<file path="src/rtl/div_pkg.sv">
// div_pkg: shared types and helpers for the restoring divider.
//   div_state_e : controller states (idle, iterating, result held).
//   cnt_width() : bits needed for an iteration counter of a given operand width.
package div_pkg;

    typedef enum logic [1:0] {
        StIdle,
        StCalc,
        StDone
    } div_state_e;

    function automatic int unsigned cnt_width(input int unsigned width);
        return $clog2(width + 1);
    endfunction

endpackage

</file>
<file path="src/rtl/div_step.sv">
// div_step: one combinational restoring-division iteration.
//   rem_i   : partial remainder (WIDTH+1 bits)
//   dvs_i   : divisor magnitude
//   bit_i   : next dividend bit, MSB first
//   rem_o   : updated partial remainder
//   q_bit_o : quotient bit produced by this iteration
module div_step #(
    parameter int unsigned WIDTH = 8
) (
    input  logic [WIDTH:0]   rem_i,
    input  logic [WIDTH-1:0] dvs_i,
    input  logic             bit_i,
    output logic [WIDTH:0]   rem_o,
    output logic             q_bit_o
);

    logic [WIDTH+1:0] shifted;
    logic [WIDTH+1:0] diff;

    // One extra bit above the shifted remainder gives a reliable borrow/sign bit.
    assign shifted = {rem_i, bit_i};
    assign diff    = shifted - {2'b00, dvs_i};
    assign q_bit_o = ~diff[WIDTH+1];
    assign rem_o   = q_bit_o ? diff[WIDTH:0] : shifted[WIDTH:0];

endmodule

</file>
<file path="src/rtl/div_restoring.sv">
// div_restoring: sequential restoring divider, one quotient bit per clock.
//   clock, reset          : clock and asynchronous active-high reset
//   in_valid / in_ready   : operand handshake (a, b, is_signed sampled on acceptance)
//   out_valid / out_ready : result handshake (q, r, div_by_zero, overflow)
// Signed results truncate toward zero; the remainder takes the dividend's sign.
module div_restoring
    import div_pkg::*;
#(
    parameter int unsigned WIDTH     = 8,
    parameter int unsigned SIGNED_EN = 1
) (
    input  logic             clock,
    input  logic             reset,
    input  logic             in_valid,
    output logic             in_ready,
    input  logic [WIDTH-1:0] a,
    input  logic [WIDTH-1:0] b,
    input  logic             is_signed,
    output logic             out_valid,
    input  logic             out_ready,
    output logic [WIDTH-1:0] q,
    output logic [WIDTH-1:0] r,
    output logic             div_by_zero,
    output logic             overflow
);

    localparam int unsigned      CntW    = cnt_width(WIDTH);
    localparam logic [CntW-1:0]  LastCnt = CntW'(WIDTH - 1);
    localparam logic [WIDTH-1:0] MostNeg = {1'b1, {(WIDTH - 1){1'b0}}};

    div_state_e       state_q;
    logic [CntW-1:0]  cnt_q;
    logic [WIDTH:0]   rem_q;
    logic [WIDTH-1:0] dvd_q;      // dividend bits, shifted out MSB first; quotient shifts in
    logic [WIDTH-1:0] dvs_q;
    logic             q_neg_q;
    logic             r_neg_q;
    logic             zero_q;     // divide-by-zero operation pending
    logic             ovf_pend_q;
    logic [WIDTH-1:0] q_q;
    logic [WIDTH-1:0] r_q;
    logic             dbz_q;
    logic             ovf_q;
    logic             out_valid_q;

    logic             signed_mode;
    logic             a_neg;
    logic             b_neg;
    logic [WIDTH-1:0] a_abs;
    logic [WIDTH-1:0] b_abs;
    logic             b_zero;
    logic             ovf_hit;
    logic             accept;
    logic [WIDTH:0]   step_rem;
    logic             step_q_bit;
    logic [WIDTH-1:0] q_mag;
    logic [WIDTH-1:0] r_mag;

    assign signed_mode = (SIGNED_EN != 0) && is_signed;
    assign a_neg       = signed_mode && a[WIDTH-1];
    assign b_neg       = signed_mode && b[WIDTH-1];
    assign a_abs       = a_neg ? -a : a;
    assign b_abs       = b_neg ? -b : b;
    assign b_zero      = (b == '0);
    assign ovf_hit     = signed_mode && (a == MostNeg) && (b == '1);

    assign in_ready = (state_q == StIdle) || ((state_q == StDone) && out_ready);
    assign accept   = in_valid && in_ready;

    div_step #(
        .WIDTH(WIDTH)
    ) u_step (
        .rem_i  (rem_q),
        .dvs_i  (dvs_q),
        .bit_i  (dvd_q[WIDTH-1]),
        .rem_o  (step_rem),
        .q_bit_o(step_q_bit)
    );

    // Magnitudes as they stand after the final iteration.
    assign q_mag = {dvd_q[WIDTH-2:0], step_q_bit};
    assign r_mag = step_rem[WIDTH-1:0];

    always_ff @(posedge clock or posedge reset) begin
        if (reset) begin
            state_q     <= StIdle;
            cnt_q       <= '0;
            rem_q       <= '0;
            dvd_q       <= '0;
            dvs_q       <= '0;
            q_neg_q     <= 1'b0;
            r_neg_q     <= 1'b0;
            zero_q      <= 1'b0;
            ovf_pend_q  <= 1'b0;
            q_q         <= '0;
            r_q         <= '0;
            dbz_q       <= 1'b0;
            ovf_q       <= 1'b0;
            out_valid_q <= 1'b0;
        end else if (accept) begin
            state_q     <= StCalc;
            cnt_q       <= '0;
            rem_q       <= '0;
            // A zero divisor reports the dividend untouched as the remainder.
            dvd_q       <= b_zero ? a : a_abs;
            dvs_q       <= b_abs;
            q_neg_q     <= a_neg ^ b_neg;
            r_neg_q     <= a_neg;
            zero_q      <= b_zero;
            ovf_pend_q  <= ovf_hit;
            dbz_q       <= 1'b0;
            ovf_q       <= 1'b0;
            out_valid_q <= 1'b0;
        end else begin
            unique case (state_q)
                StIdle: begin
                end
                StCalc: begin
                    if (zero_q) begin
                        q_q         <= '1;
                        r_q         <= dvd_q;
                        dbz_q       <= 1'b1;
                        out_valid_q <= 1'b1;
                        state_q     <= StDone;
                    end else begin
                        rem_q <= step_rem;
                        dvd_q <= q_mag;
                        cnt_q <= cnt_q + CntW'(1);
                        if (cnt_q == LastCnt) begin
                            q_q         <= q_neg_q ? -q_mag : q_mag;
                            r_q         <= r_neg_q ? -r_mag : r_mag;
                            ovf_q       <= ovf_pend_q;
                            out_valid_q <= 1'b1;
                            state_q     <= StDone;
                        end
                    end
                end
                StDone: begin
                    if (out_ready) begin
                        out_valid_q <= 1'b0;
                        state_q     <= StIdle;
                    end
                end
                default: state_q <= StIdle;
            endcase
        end
    end

    assign out_valid   = out_valid_q;
    assign q           = q_q;
    assign r           = r_q;
    assign div_by_zero = dbz_q;
    assign overflow    = ovf_q;

endmodule

</file>
<file path="config.mk">
export PLATFORM = sky130hd
export DESIGN_NAME = div_restoring
export DESIGN_NICKNAME = d
export VERILOG_FILES = /design/src/rtl/div_pkg.sv /design/src/rtl/div_step.sv /design/src/rtl/div_restoring.sv
export SDC_FILE = /design/constraint.sdc
export NUM_CORES = 1
export LEC_CHECK = 0
export BUFFER_PORTS_ARGS = -buffer_cell sky130_fd_sc_hd__buf_2
export CAP_MARGIN = 0
export CORE_ASPECT_RATIO = 0.5
export CORE_MARGIN = 1
export CORE_UTILIZATION = 55
export CTS_CLUSTER_DIAMETER = 40
export DETAILED_ROUTE_END_ITERATION = 10
export PLACE_DENSITY_LB_ADDON = 0.12
export SYNTH_ARGS = -nofsm -noshare
export SYNTH_HDL_FRONTEND = slang
export SYNTH_SLANG_ARGS = --single-unit
export TNS_END_PERCENT = 1
</file>
<file path="constraint.sdc">
create_clock -name clock -period 10.15 [get_ports clock]
set_clock_uncertainty 0.2 [all_clocks]
set_input_delay 0.5075 -clock clock [delete_from_list [all_inputs] [get_ports clock]]
set_output_delay 0.5075 -clock clock [all_outputs]
set_load 0.1 [all_outputs]
</file>
[After elaboration in Yosys (flattened, before gate mapping)]
Index checks and enable logic that the tools add are counted.
Word-level totals
  register bits after elaboration: 54
  logic and storage cells: 88
  output and inout bits: 20
Operators by class
  bitwise gates (word level): 3
  mux-type cells: 36
  reduce and logical (&&, ||, !) cells: 20
  eq/ne operators: 9
  add/subtract/negate cells: 6
Operator list (number)
  $mux W8: 12
  $mux W9: 4
  $neg A8 Y8: 4
  $eq A8 B8 Y1 const B: 2
  $mux W4: 3
  $reduce_and A3 Y1: 4
  $mux W1: 11
  $sub A10 B8 Y10: 1
  $logic_not A8 Y1: 1
  $mux W2: 4
  $reduce_bool A2 Y1: 4
  $logic_and A1 B1 Y1: 6
  $pmux W2 S3: 1
  $add A4 B1 Y4 const B: 1
  $eq A4 B3 Y1 const B: 1
  $ne A4 B4 Y1 const B: 1
  $reduce_and A2 Y1: 2
  $ne A3 B3 Y1 const B: 1
  $reduce_bool A3 Y1: 1
  $eq A2 B1 Y1 const B: 1
  $eq A2 B2 Y1 const B: 1
  $logic_not A2 Y1: 1
  $ne A2 B1 Y1 const B: 1
  $ne A2 B2 Y1 const B: 1
  4 further kinds: 5

[Logic depth before layout (Yosys ltp)]
Gate-level depths: netlist of the first run.
  depth after elaboration: 6
  gate-level depth with buffers: 17

[Hierarchy]
A second synthesis of the first run with hierarchy kept.
Unflattened totals
  cell total of the unflattened synthesis: 405
  area, all modules: 3547.2 um^2
By module, submodules not included
  div_restoring: area an instance 2981.6 um^2, times used 1, cells an instance 333
  div_step: area an instance 565.5 um^2, times used 1, cells an instance 72

[Least setup slack after synthesis of the first run]
No wires, ideal clock.
  path type: reg2reg
  from: reg rem_q[3]
  to: reg r_q[6] (netlist: r[6])
  period minus slack after synthesis: 3.208 ns
  arrival time: 2.876 ns
  setup time: 0.132 ns
  setup slack: 6.942 ns
  cell stages (with the launch flop): 16
  cells stage by stage: dfrtp_1 -> ha_1 -> buf_2 -> nand4_1 -> a211o_1 -> a21oi_2 -> nor2_8 -> inv_2 -> buf_2 -> mux2_2 -> ha_1 -> nand2_1 -> a311o_1 -> o211ai_1 -> xnor2_1 -> o21ai_0
Between the ends
  cells in the longest elaborated chain, start to end: 6
RTL lines
  start: declaration: RTL line div_restoring.sv:33  | logic [WIDTH:0] rem_q;
  start signal: assignment: RTL line div_restoring.sv:126  | rem_q <= step_rem;
  $sub A10 B8 Y10: RTL line div_step.sv:22  | assign diff = shifted - {2'b00, dvs_i};
  $mux W9 *: RTL line div_step.sv:24  | assign rem_o = q_bit_o ? diff[WIDTH:0] : shifted[WIDTH:0];
  $neg A8 Y8: RTL line div_restoring.sv:131  | r_q <= r_neg_q ? -r_mag : r_mag;
  $mux W8 *: RTL line div_restoring.sv:131
  $mux W8 *: RTL line div_restoring.sv:129  | if (cnt_q == LastCnt) begin
  $mux W8 *: RTL line div_restoring.sv:119  | if (zero_q) begin
  end signal: assignment: RTL line div_restoring.sv:121  | r_q <= dvd_q;
  end signal: assignment: RTL line div_restoring.sv:131
  end: declaration: RTL line div_restoring.sv:41  | logic [WIDTH-1:0] r_q;
Mark *: on every way between the ends. The rest lies on a longest branch, timed or not. The select of a mux whose other input is x is not followed.
A chain may end at the register's enable or synchronous reset.

[Worst setup path after layout of the first run]
  from: reg rem_q[4]
  to: reg r_q[6] (netlist: r[6])
Same word-level chain as after synthesis.

==> flow_summary.ini, run 1 <==
[layout]
fin_util = 0.6381
num-fill-cells = 545
drive_gt1_frac = 0.1361
num_antenna_cells = 0
layout.cells.non_filler = 529
regArea_mm2 = 0.001351
syn_to_final_growth_pct = 11.71
final_nets = 477
multi_input_area_mm2 = 0.001968

[cts]
cts_resized = 0
clock-sinks = 54
clk_path_buf_depth = 2
cts_inserted_buffers = 5
cts-root-buf = clkbuf_16
insertion_delay_ns = 0.30
cts_tree = yes
hold_buffers = 0
ctsHtreeMaxLevel = 2
postCtsSetupBuffers = 0
cts.clk_slew.worst_paths_ns = 0.07

[detailed_routing]
drtIter0Drc = 286
drc = 0
postRouteAntennaNets = 0
via_per_inst = 5.974
vias = 3160
wl_um = 9064
wl_per_cell_um = 17.13
dr.pass1.iters = 6

[timing]
whs_ns = 0.1871
period_share = 0.3662
drv_slew = 0
hold_viol = 0
fmax_ghz = 0.2690
tns_ns = 0
worst_slew_pin_slew_ns = 0.9369
rsz0062_at_grt = false
relSlewSlack = 0.3739
setup_viol = 0
min_period_ns = 3.717

[worst_setup_path]
cp.required_ns = 10.12
cp-endpoint = r[6]$_DFFE_PP0P_
startpoint = rem_q[4]$_DFFE_PP0P_
worstSetupPathType = register to register
cp-start-kind = register
reg2reg_depth = 13
r2r_end = r[6]$_DFFE_PP0P_
worst_r2r_startpoint = rem_q[4]$_DFFE_PP0P_
r2r_slack_ns = 6.43
cp_data_arrival_time_ns = 3.69
critPathMaxFanout = 14
worst_setup_path_end_kind = register

[place]
io_buffer_count = 40
dp_hpwl_um = 6626
place_inst = 522
finalWeightedCongestion = 0.8778

[floorplanning]
die_h_um = 58.19
die_x_um = 114.4
fp-row-count = 20
fp.dieArea_mm2 = 0.006656
coreArea_mm2 = 0.006081
io_pins = 41
start_util = 0.5712

[outcome]
status = complete, no violations

[synth]
synth_nets = 448
yosysMostFrequentCell = dfrtp_1
yosysSeqAreaShare = 0.3890
syn_inst = 412
syn_avg_cell_area_um2 = 8.430
async_flop_share = 1.000
synth_top_flop_cell = dfrtp_1
synth_common_cells = dfrtp_1 (54), nand2_1 (47), nor2_1 (43)
synthTopCellsByArea = dfrtp_1 (39%), o21ai_0 (5.6%), nand2_1 (5.1%)
yosysWarnings = 0
yosysUniqueCellTypes = 55
syn_area_mm2 = 0.003473
synth_edf_count = 0
synth_top_area_frac = 0.3890
yosysTopAreaCell = dfrtp_1
synth-seq-cells = 54

[grt]
grt_pass1_vias = 2816
overflow = 0
grt_usage = 0.2840
grt_max_degree = 55
antenna_found_initial = 0
grt_pass1_wl_um = 14210

[worst_hold_path]
hold_path.class = input pin to asynchronous set/reset pin

[job]
max-cap-violations = 0
==> worst min-delay path by stage <==
stage | start | end | slack, ns
after global placement | ovf_pend_q$_DFFE_PP0P_ | ovf_pend_q$_DFFE_PP0P_ | 0.25
after CTS | reset | q[1]$_DFFE_PP0P_ | 0.22
final | reset | state_q[1]$_DFFE_PP0P_ | 0.19
after floorplan | ovf_pend_q$_DFFE_PP0P_ | ovf_pend_q$_DFFE_PP0P_ | 0.24
after global routing | reset | q[1]$_DFFE_PP0P_ | 0.25
after detailed placement | ovf_pend_q$_DFFE_PP0P_ | ovf_pend_q$_DFFE_PP0P_ | 0.26
==> worst max-delay path, cell delays in order (launching register included) <==
cell and delay (ns):
dfrtp_1 0.44, ha_1 0.53, nand4_1 0.14, a211o_1 0.27, and3_4 0.21, nor2_8 0.23
inv_2 0.17, mux2_2 0.30, ha_1 0.22, nand2_1 0.09, a311o_1 0.34, o211ai_1 0.21
xnor2_1 0.14, o21ai_0 0.09
==> stage by stage <==
step | worst slack, ns | cell area, um2
after floorplan | 6.942 | 3473
after global placement | 6.601 | 3716
after detailed placement | 6.471 | 3716
after CTS | 6.450 | 3880
after global routing | 6.216 | 3880
final | 6.433 | 3880
==> state kept, by name (all words and copies together) (netlist names), 2 cells and up <==
name	flops
r	8
dvd_q	8
rem_q	9
state_q	2
dvs_q	8
cnt_q	4
q	8
==> routing by layer <==
metal / track usage / up-vias / share of wire / routed length [um]
li1: - / 1502 / - / -
met1: 0.4044 / 1520 / 0.48 / 4338
met2: 0.4476 / 131 / 0.45 / 4097
met3: 0.05335 / 7 / 0.061 / 553
met4: 0.07607 / 0 / 0.0083 / 75
met5: 0 / - / 0 / 0
==> layout by cell type (no fill, tap or decap), types with 6 or more instances in the layout <==
cell type / Yosys / layout
a21oi_1: 29 / 29
a22oi_1: 10 / 10
buf_2: 3 / 40
dfrtp_1: 54 / 54
ha_1: 14 / 14
inv_1: 20 / 19
mux2i_1: 9 / 9
nand2_1: 47 / 47
nand2b_1: 6 / 6
nand3_1: 17 / 17
nand4_1: 7 / 7
nor2_1: 43 / 43
nor2b_1: 7 / 7
nor3_1: 8 / 8
o21ai_0: 39 / 39
xnor2_1: 12 / 12
xor2_1: 18 / 18
==> cells by family (layout without fill, tap and decap cells) <==
kind of cell	Yosys count	after routing	synth area share
AOI/OAI and AO/OA	113	113	0.1996
xor gates and xnor gates	30	30	0.07565
adders and majority gates	15	15	0.05620
buffers and inverters	40	69	0.04430
DFF	54	54	0.3891
muxes	10	10	0.02918
and+or+nand+nor	150	150	0.2061
==> area by class of cell <==
| cell class | instances | area share |
|---|---|---|
| sequential | 54 | 0.3483 |
| tap | 88 | 0.02838 |
| clock buffer | 5 | 0.03225 |
| clock inverter | 2 | 0.009997 |
| multi-input combinational | 318 | 0.5073 |
| timing repair buffer | 41 | 0.05353 |
| inverter | 21 | 0.02032 |
Power of run 1 is not shown: default switching activity piles up to over one toggle a cycle in this logic, so the estimate is an artifact.
==> inputs of run 2 (changes only) <==
--- a/config.mk
+++ b/config.mk
@@ -5,6 +5,7 @@
 export SDC_FILE = /design/constraint.sdc
 export NUM_CORES = 1
 export LEC_CHECK = 0
+export ABC_AREA = 1
 export BUFFER_PORTS_ARGS = -buffer_cell sky130_fd_sc_hd__buf_2
 export CAP_MARGIN = 0
 export CORE_ASPECT_RATIO = 0.5
==> constraint.sdc (replaced) <==
create_clock -name clock -period 3.9 [get_ports clock]
set_clock_uncertainty 0.2 [all_clocks]
set_input_delay 0.195 -clock clock [delete_from_list [all_inputs] [get_ports clock]]
set_output_delay 0.195 -clock clock [all_outputs]
set_load 0.1 [all_outputs]
==> flow_summary.ini, run 2 <==
[grt]
use_met1 = 0.4381
grt_usage = 0.2805
grt_max_degree = 40
met3_usage = 0.04570
grt_pass1_vias = 2820
overflow = 0
grt.met2_usage = 0.4084
antenna_found_initial = 0
grt_pass1_wl_um = 13850
grt_most_used_layer = met1

[timing]
drv_slew = 0
min_period_ns = 2.935
hold_viol = 0
fmax_ghz = 0.3407
period_share = 0.7526
setup_viol = 0
tns_ns = 0
relSlewSlack = 0.4516
worst_slew_pin_slew_ns = 0.8214
rsz0062_at_grt = false

[synth]
yosysWarnings = 0
synth-seq-cells = 54
syn_avg_cell_area_um2 = 7.518
synth_top_flop_cell = dfrtp_1
yosysMostFrequentCell = nand2_1
yosysSeqAreaShare = 0.3985
synth_top_area_frac = 0.3985
async_flop_share = 1.000
synth_edf_count = 0
syn_inst = 451
yosysUniqueCellTypes = 37
synth_common_cells = nand2_1 (106), inv_1 (62), dfrtp_1 (54)
syn_area_mm2 = 0.003391
synthTopCellsByArea = dfrtp_1 (40%), nand2_1 (12%), inv_1 (6.9%)
synth_nets = 487
yosysTopAreaCell = dfrtp_1

[floorplanning]
coreArea_mm2 = 0.005705
fp.dieArea_mm2 = 0.006502
start_util = 0.5943
die_x_um = 113.0
fp-row-count = 19
io_pins = 41
die_h_um = 57.52

[job]
max-cap-violations = 0

[cts]
cts-root-buf = clkbuf_16
clock-sinks = 54
clk_path_buf_depth = 2
hold_buffers = 1
cts_inserted_buffers = 5
ctsHtreeMaxLevel = 2
insertion_delay_ns = 0.30
cts_resized = 0
cts.clk_slew.worst_paths_ns = 0.07
cts_tree = yes
postCtsSetupBuffers = 0

[place]
io_buffer_count = 40
finalWeightedCongestion = 0.9306
dp_hpwl_um = 6290

[layout]
num-fill-cells = 497
drive_gt1_frac = 0.1515
fin_util = 0.6794
layout_commonest_cell = nand2_1
syn_to_final_growth_pct = 14.32
top_register = rem_q
num_antenna_cells = 0
mostFrequentLayoutCells = nand2_1 (106), inv_1 (61), dfrtp_1 (54)
final_nets = 530
largest_register_ffs = 9

[worst_setup_path]
startpoint = rem_q[3]$_DFFE_PP0P_
cp.required_ns = 3.92
worst_r2r_startpoint = rem_q[3]$_DFFE_PP0P_
critPathMaxFanout = 11
worst_setup_path_end_kind = register
cp_data_arrival_time_ns = 2.95
r2r_end = q[6]$_DFFE_PP0P_
cp-endpoint = q[6]$_DFFE_PP0P_
r2r_slack_ns = 0.96
cp-start-kind = register
worstSetupPathType = register to register
reg2reg_depth = 13

[detailed_routing]
postRouteAntennaNets = 0
wl_um = 8296
drc = 0
dr.pass1.iters = 5
wl_per_cell_um = 14.61
vias = 3122
via_per_inst = 5.496
drtIter0Drc = 222

[worst_hold_path]
hold_path.class = input pin to register

[outcome]
status = complete, no violations
-- run 2: cell types whose count changed after synthesis, sizes merged, moves of 11 or more --
cell | previous run | this run
nand3 | 17 | 35
inv | 21 | 64
xor2 | 18 | 7
a21oi | 30 | 19
nand2 | 47 | 117
-- run 2: how the worst min path moves through the flow --
stage	startpoint	to	slack (ns)	cells past startpoint
6_report	b[3]	dvs_q[3]$_DFFE_PP0P_	0.02	4
5_1_grt	b[3]	dvs_q[3]$_DFFE_PP0P_	0.03	4
3_5_place_dp	reset	dvs_q[1]$_DFFE_PP0P_	0.21	2
3_3_place_gp	reset	rem_q[7]$_DFFE_PP0P_	0.19	2
4_1_cts	b[3]	dvs_q[3]$_DFFE_PP0P_	0.01	4
2_1_floorplan	a[4]	dvd_q[4]$_DFFE_PP0P_	0.15	2
-- run 2: logic make-up after synthesis --
| kind of cell | after synthesis | share of synthesized area |
|---|---|---|
| adders and majority gates | 15 | 0.05757 |
| buffers and inverters | 74 | 0.08413 |
| DFF | 54 | 0.3985 |
| and+or+nand+nor | 206 | 0.2738 |
| xor gates and xnor gates | 10 | 0.02583 |
| AOI/OAI and AO/OA | 92 | 0.1602 |
-- run 2: cell type report --
type | instances | area, um2 | area share
clock inverter | 2 | 60.06 | 0.01549
sequential | 54 | 1351 | 0.3486
inverter | 66 | 247.7 | 0.06391
timing repair buffer | 44 | 232.7 | 0.06004
clock buffer | 6 | 138.9 | 0.03583
multi-input combinational | 323 | 1754 | 0.4525
tap | 73 | 91.34 | 0.02356
-- run 2: stage by stage --
step	instance area [um2]	hold WS [ns]	worst slack [ns]	std cells
3_3_place_gp	3667	0.1930	1.056	559
6_report	3876	0.01728	0.9647	568
4_1_cts	3876	0.009652	0.9621	568
5_1_grt	3876	0.03011	0.6201	568
2_1_floorplan	3391	0.1546	0.7669	451
3_5_place_dp	3667	0.2098	1.002	559
-- run 2: routing by layer --
| layer | vias up | part of all wire |
|---|---|---|
| met5 | - | 0 |
| met4 | 0 | 0.0077 |
| met3 | 9 | 0.056 |
| met2 | 88 | 0.42 |
| met1 | 1439 | 0.52 |
| li1 | 1586 | - |
-- run 2: critical path: stages (launching register included) --
cell and delay [ns]:
dfrtp_1 0.42, ha_1 0.37, a21oi_1 0.25, nand2_1 0.09, nand2_1 0.11, nand4_1 0.13
nand2_2 0.30, ha_1 0.24, inv_1 0.06, nor3_1 0.26, nand3_1 0.15, nand2_1 0.09
nand2_1 0.05, a31oi_1 0.16
Power of run 2 is left out for the same reason.
==> inputs of run 3 (changes only) <==
==> constraint.sdc (replaced) <==
create_clock -name clock -period 3.04 [get_ports clock]
set_clock_uncertainty 0.2 [all_clocks]
set_input_delay 0.152 -clock clock [delete_from_list [all_inputs] [get_ports clock]]
set_output_delay 0.152 -clock clock [all_outputs]
set_load 0.1 [all_outputs]
==> flow_summary.ini, run 3 (synthesis results as in run 2) <==
[worst_setup_path]
path_common_cell = nand2_1
worst_r2r_startpoint = rem_q[3]$_DFFE_PP0P_
cp_slowest_stage_delay_ns = 0.40
critPathMaxFanout = 11
worstSetupPathType = register to register
cp_data_arrival_time_ns = 2.76
crit_slowest_cell = dfrtp_1
cp.required_ns = 3.03
r2r_slack_ns = 0.27
reg2reg_depth = 16
startpoint = rem_q[3]$_DFFE_PP0P_
cp-start-kind = register
crit_chain = ha_1 > a21oi_1 > nand2_1 > nand2_1 > nand4_1 > nand2_4 > nand2_1 > nand2_2 > ha_1 > nand3_1 > nand2_1 > nand2_1 > nand2_1 > nand3_1 > nand2_1 > nand2_1
r2r_end = r[6]$_DFFE_PP0P_
worst_setup_path_end_kind = register
cp-endpoint = r[6]$_DFFE_PP0P_

[cts]
clk_path_buf_depth = 2
postCtsSetupBuffers = 0
cts_tree = yes
insertion_delay_ns = 0.30
cts.clk_slew.worst_paths_ns = 0.07
clock-sinks = 54
cts-root-buf = clkbuf_16
ctsHtreeMaxLevel = 2
cts_inserted_buffers = 5

[timing]
setup_viol = 0
tns_ns = 0
worst_slew_pin_slew_ns = 0.6815
fmax_ghz = 0.3606
period_share = 0.9123
hold_viol = 1
whs_ns = -0.003415
worst_slack_ns = 0.2667
drv_slew = 0
min_period_ns = 2.773
relSlewSlack = 0.5457

[place]
io_buffer_count = 40
dp_slack_ns = 0.2489
finalWeightedCongestion = 0.8759
dp_hpwl_um = 6181
place_area_mm2 = 0.003685

[grt]
grt_pass1_vias = 3030
antenna_found_initial = 0
grt_max_degree = 55
grt_pass1_wl_um = 14080
grt_usage = 0.2837
overflow = 0

[detailed_routing]
drc = 0
top_layer = met4
vias = 3211
wl_met1_um = 4158
wl_um = 8217
wl_per_cell_um = 14.17
route.met3.wl_um = 484
drtIter0Drc = 161
postRouteAntennaNets = 0
via_per_inst = 5.536
dr.pass1.iters = 5
route.met2.wl_um = 3366

[floorplanning]
start_util = 0.5943
fp-row-count = 19
io_pins = 41
coreArea_mm2 = 0.005705
die_h_um = 57.52
fp.dieArea_mm2 = 0.006502
die_x_um = 113.0

[layout]
layout_commonest_cell = nand2_1
syn_to_final_growth_pct = 17.49
drive_gt1_frac = 0.1538
mostFrequentLayoutCells = nand2_1 (106), inv_1 (61), dfrtp_1 (54)
num_antenna_cells = 0
final_nets = 543
final_cell_area_mm2 = 0.003984
fin_util = 0.6982
largest_register_ffs = 9
top_register = rem_q

[worst_hold_path]
hold_path.class = input pin to register

[outcome]
violations = hold timing
status = complete, but fails checks

[job]
max-cap-violations = 0
==> run 3: cell types whose count changed in the layout (fill, tap and decap cells not counted), sizes merged <==
cell         previous run  this run
clkinv                  2         3
bufinv                  2         1
clkbuf                  6         5
buf                    43        45
dlygate4sd3             1        12
==> run 3: per-stage QoR <==
step,hold slack (ns),instances
6_report,-0.003415,580
5_1_grt,0.03912,580
4_1_cts,0.004617,580
3_5_place_dp,0.1769,561
3_3_place_gp,0.1769,561
2_1_floorplan,0.1116,451
==> run 3: critical path, delay by kind of cell, from the launching register on <==
| family | cells | cell delay [ns] |
|---|---|---|
| simple gates | 13 | 1.27 |
| flops | 1 | 0.40 |
| compound gates | 1 | 0.26 |
| fa+ha+maj | 2 | 0.53 |
==> run 3: routing by layer <==
layer | vias to the layer above | track usage
met5 | - | 0
met4 | 0 | 0.1278
met3 | 21 | 0.06908
met2 | 88 | 0.4067
met1 | 1486 | 0.4092
li1 | 1616 | -
==> run 3: timing repair <==
action / in CTS / in global routing
setup endpoints to repair: 0 / 3
hold endpoints to repair: 64 / 0
gates resized for setup: 0 / 3
hold buffers: 12 / 0
==> run 3: worst min-delay path by stage <==
stage               depth (start not counted)  slack [ns]  start              endpoint
global placement                            3        0.18  reset  rem_q[7]$_DFFE_PP0P_
floorplan                                   2        0.11   a[4]  dvd_q[4]$_DFFE_PP0P_
finish                                      4      -0.003   b[7]    zero_q$_DFFE_PP0P_
CTS                                         4       0.005   b[7]    zero_q$_DFFE_PP0P_
detailed placement                          3        0.18  reset  rem_q[5]$_DFFE_PP0P_
global route                                4        0.04   b[6]    zero_q$_DFFE_PP0P_
==> run 3: cell type report <==
class | count | area [um2]
sequential | 54 | 1351
clock inverter | 2 | 38.79
inverter | 66 | 247.7
clock buffer | 5 | 125.1
timing repair buffer | 57 | 357.8
tap | 73 | 91.34
fill | 491 | 1722
multi-input combinational | 323 | 1772
Power of run 3 is left out for the same reason.
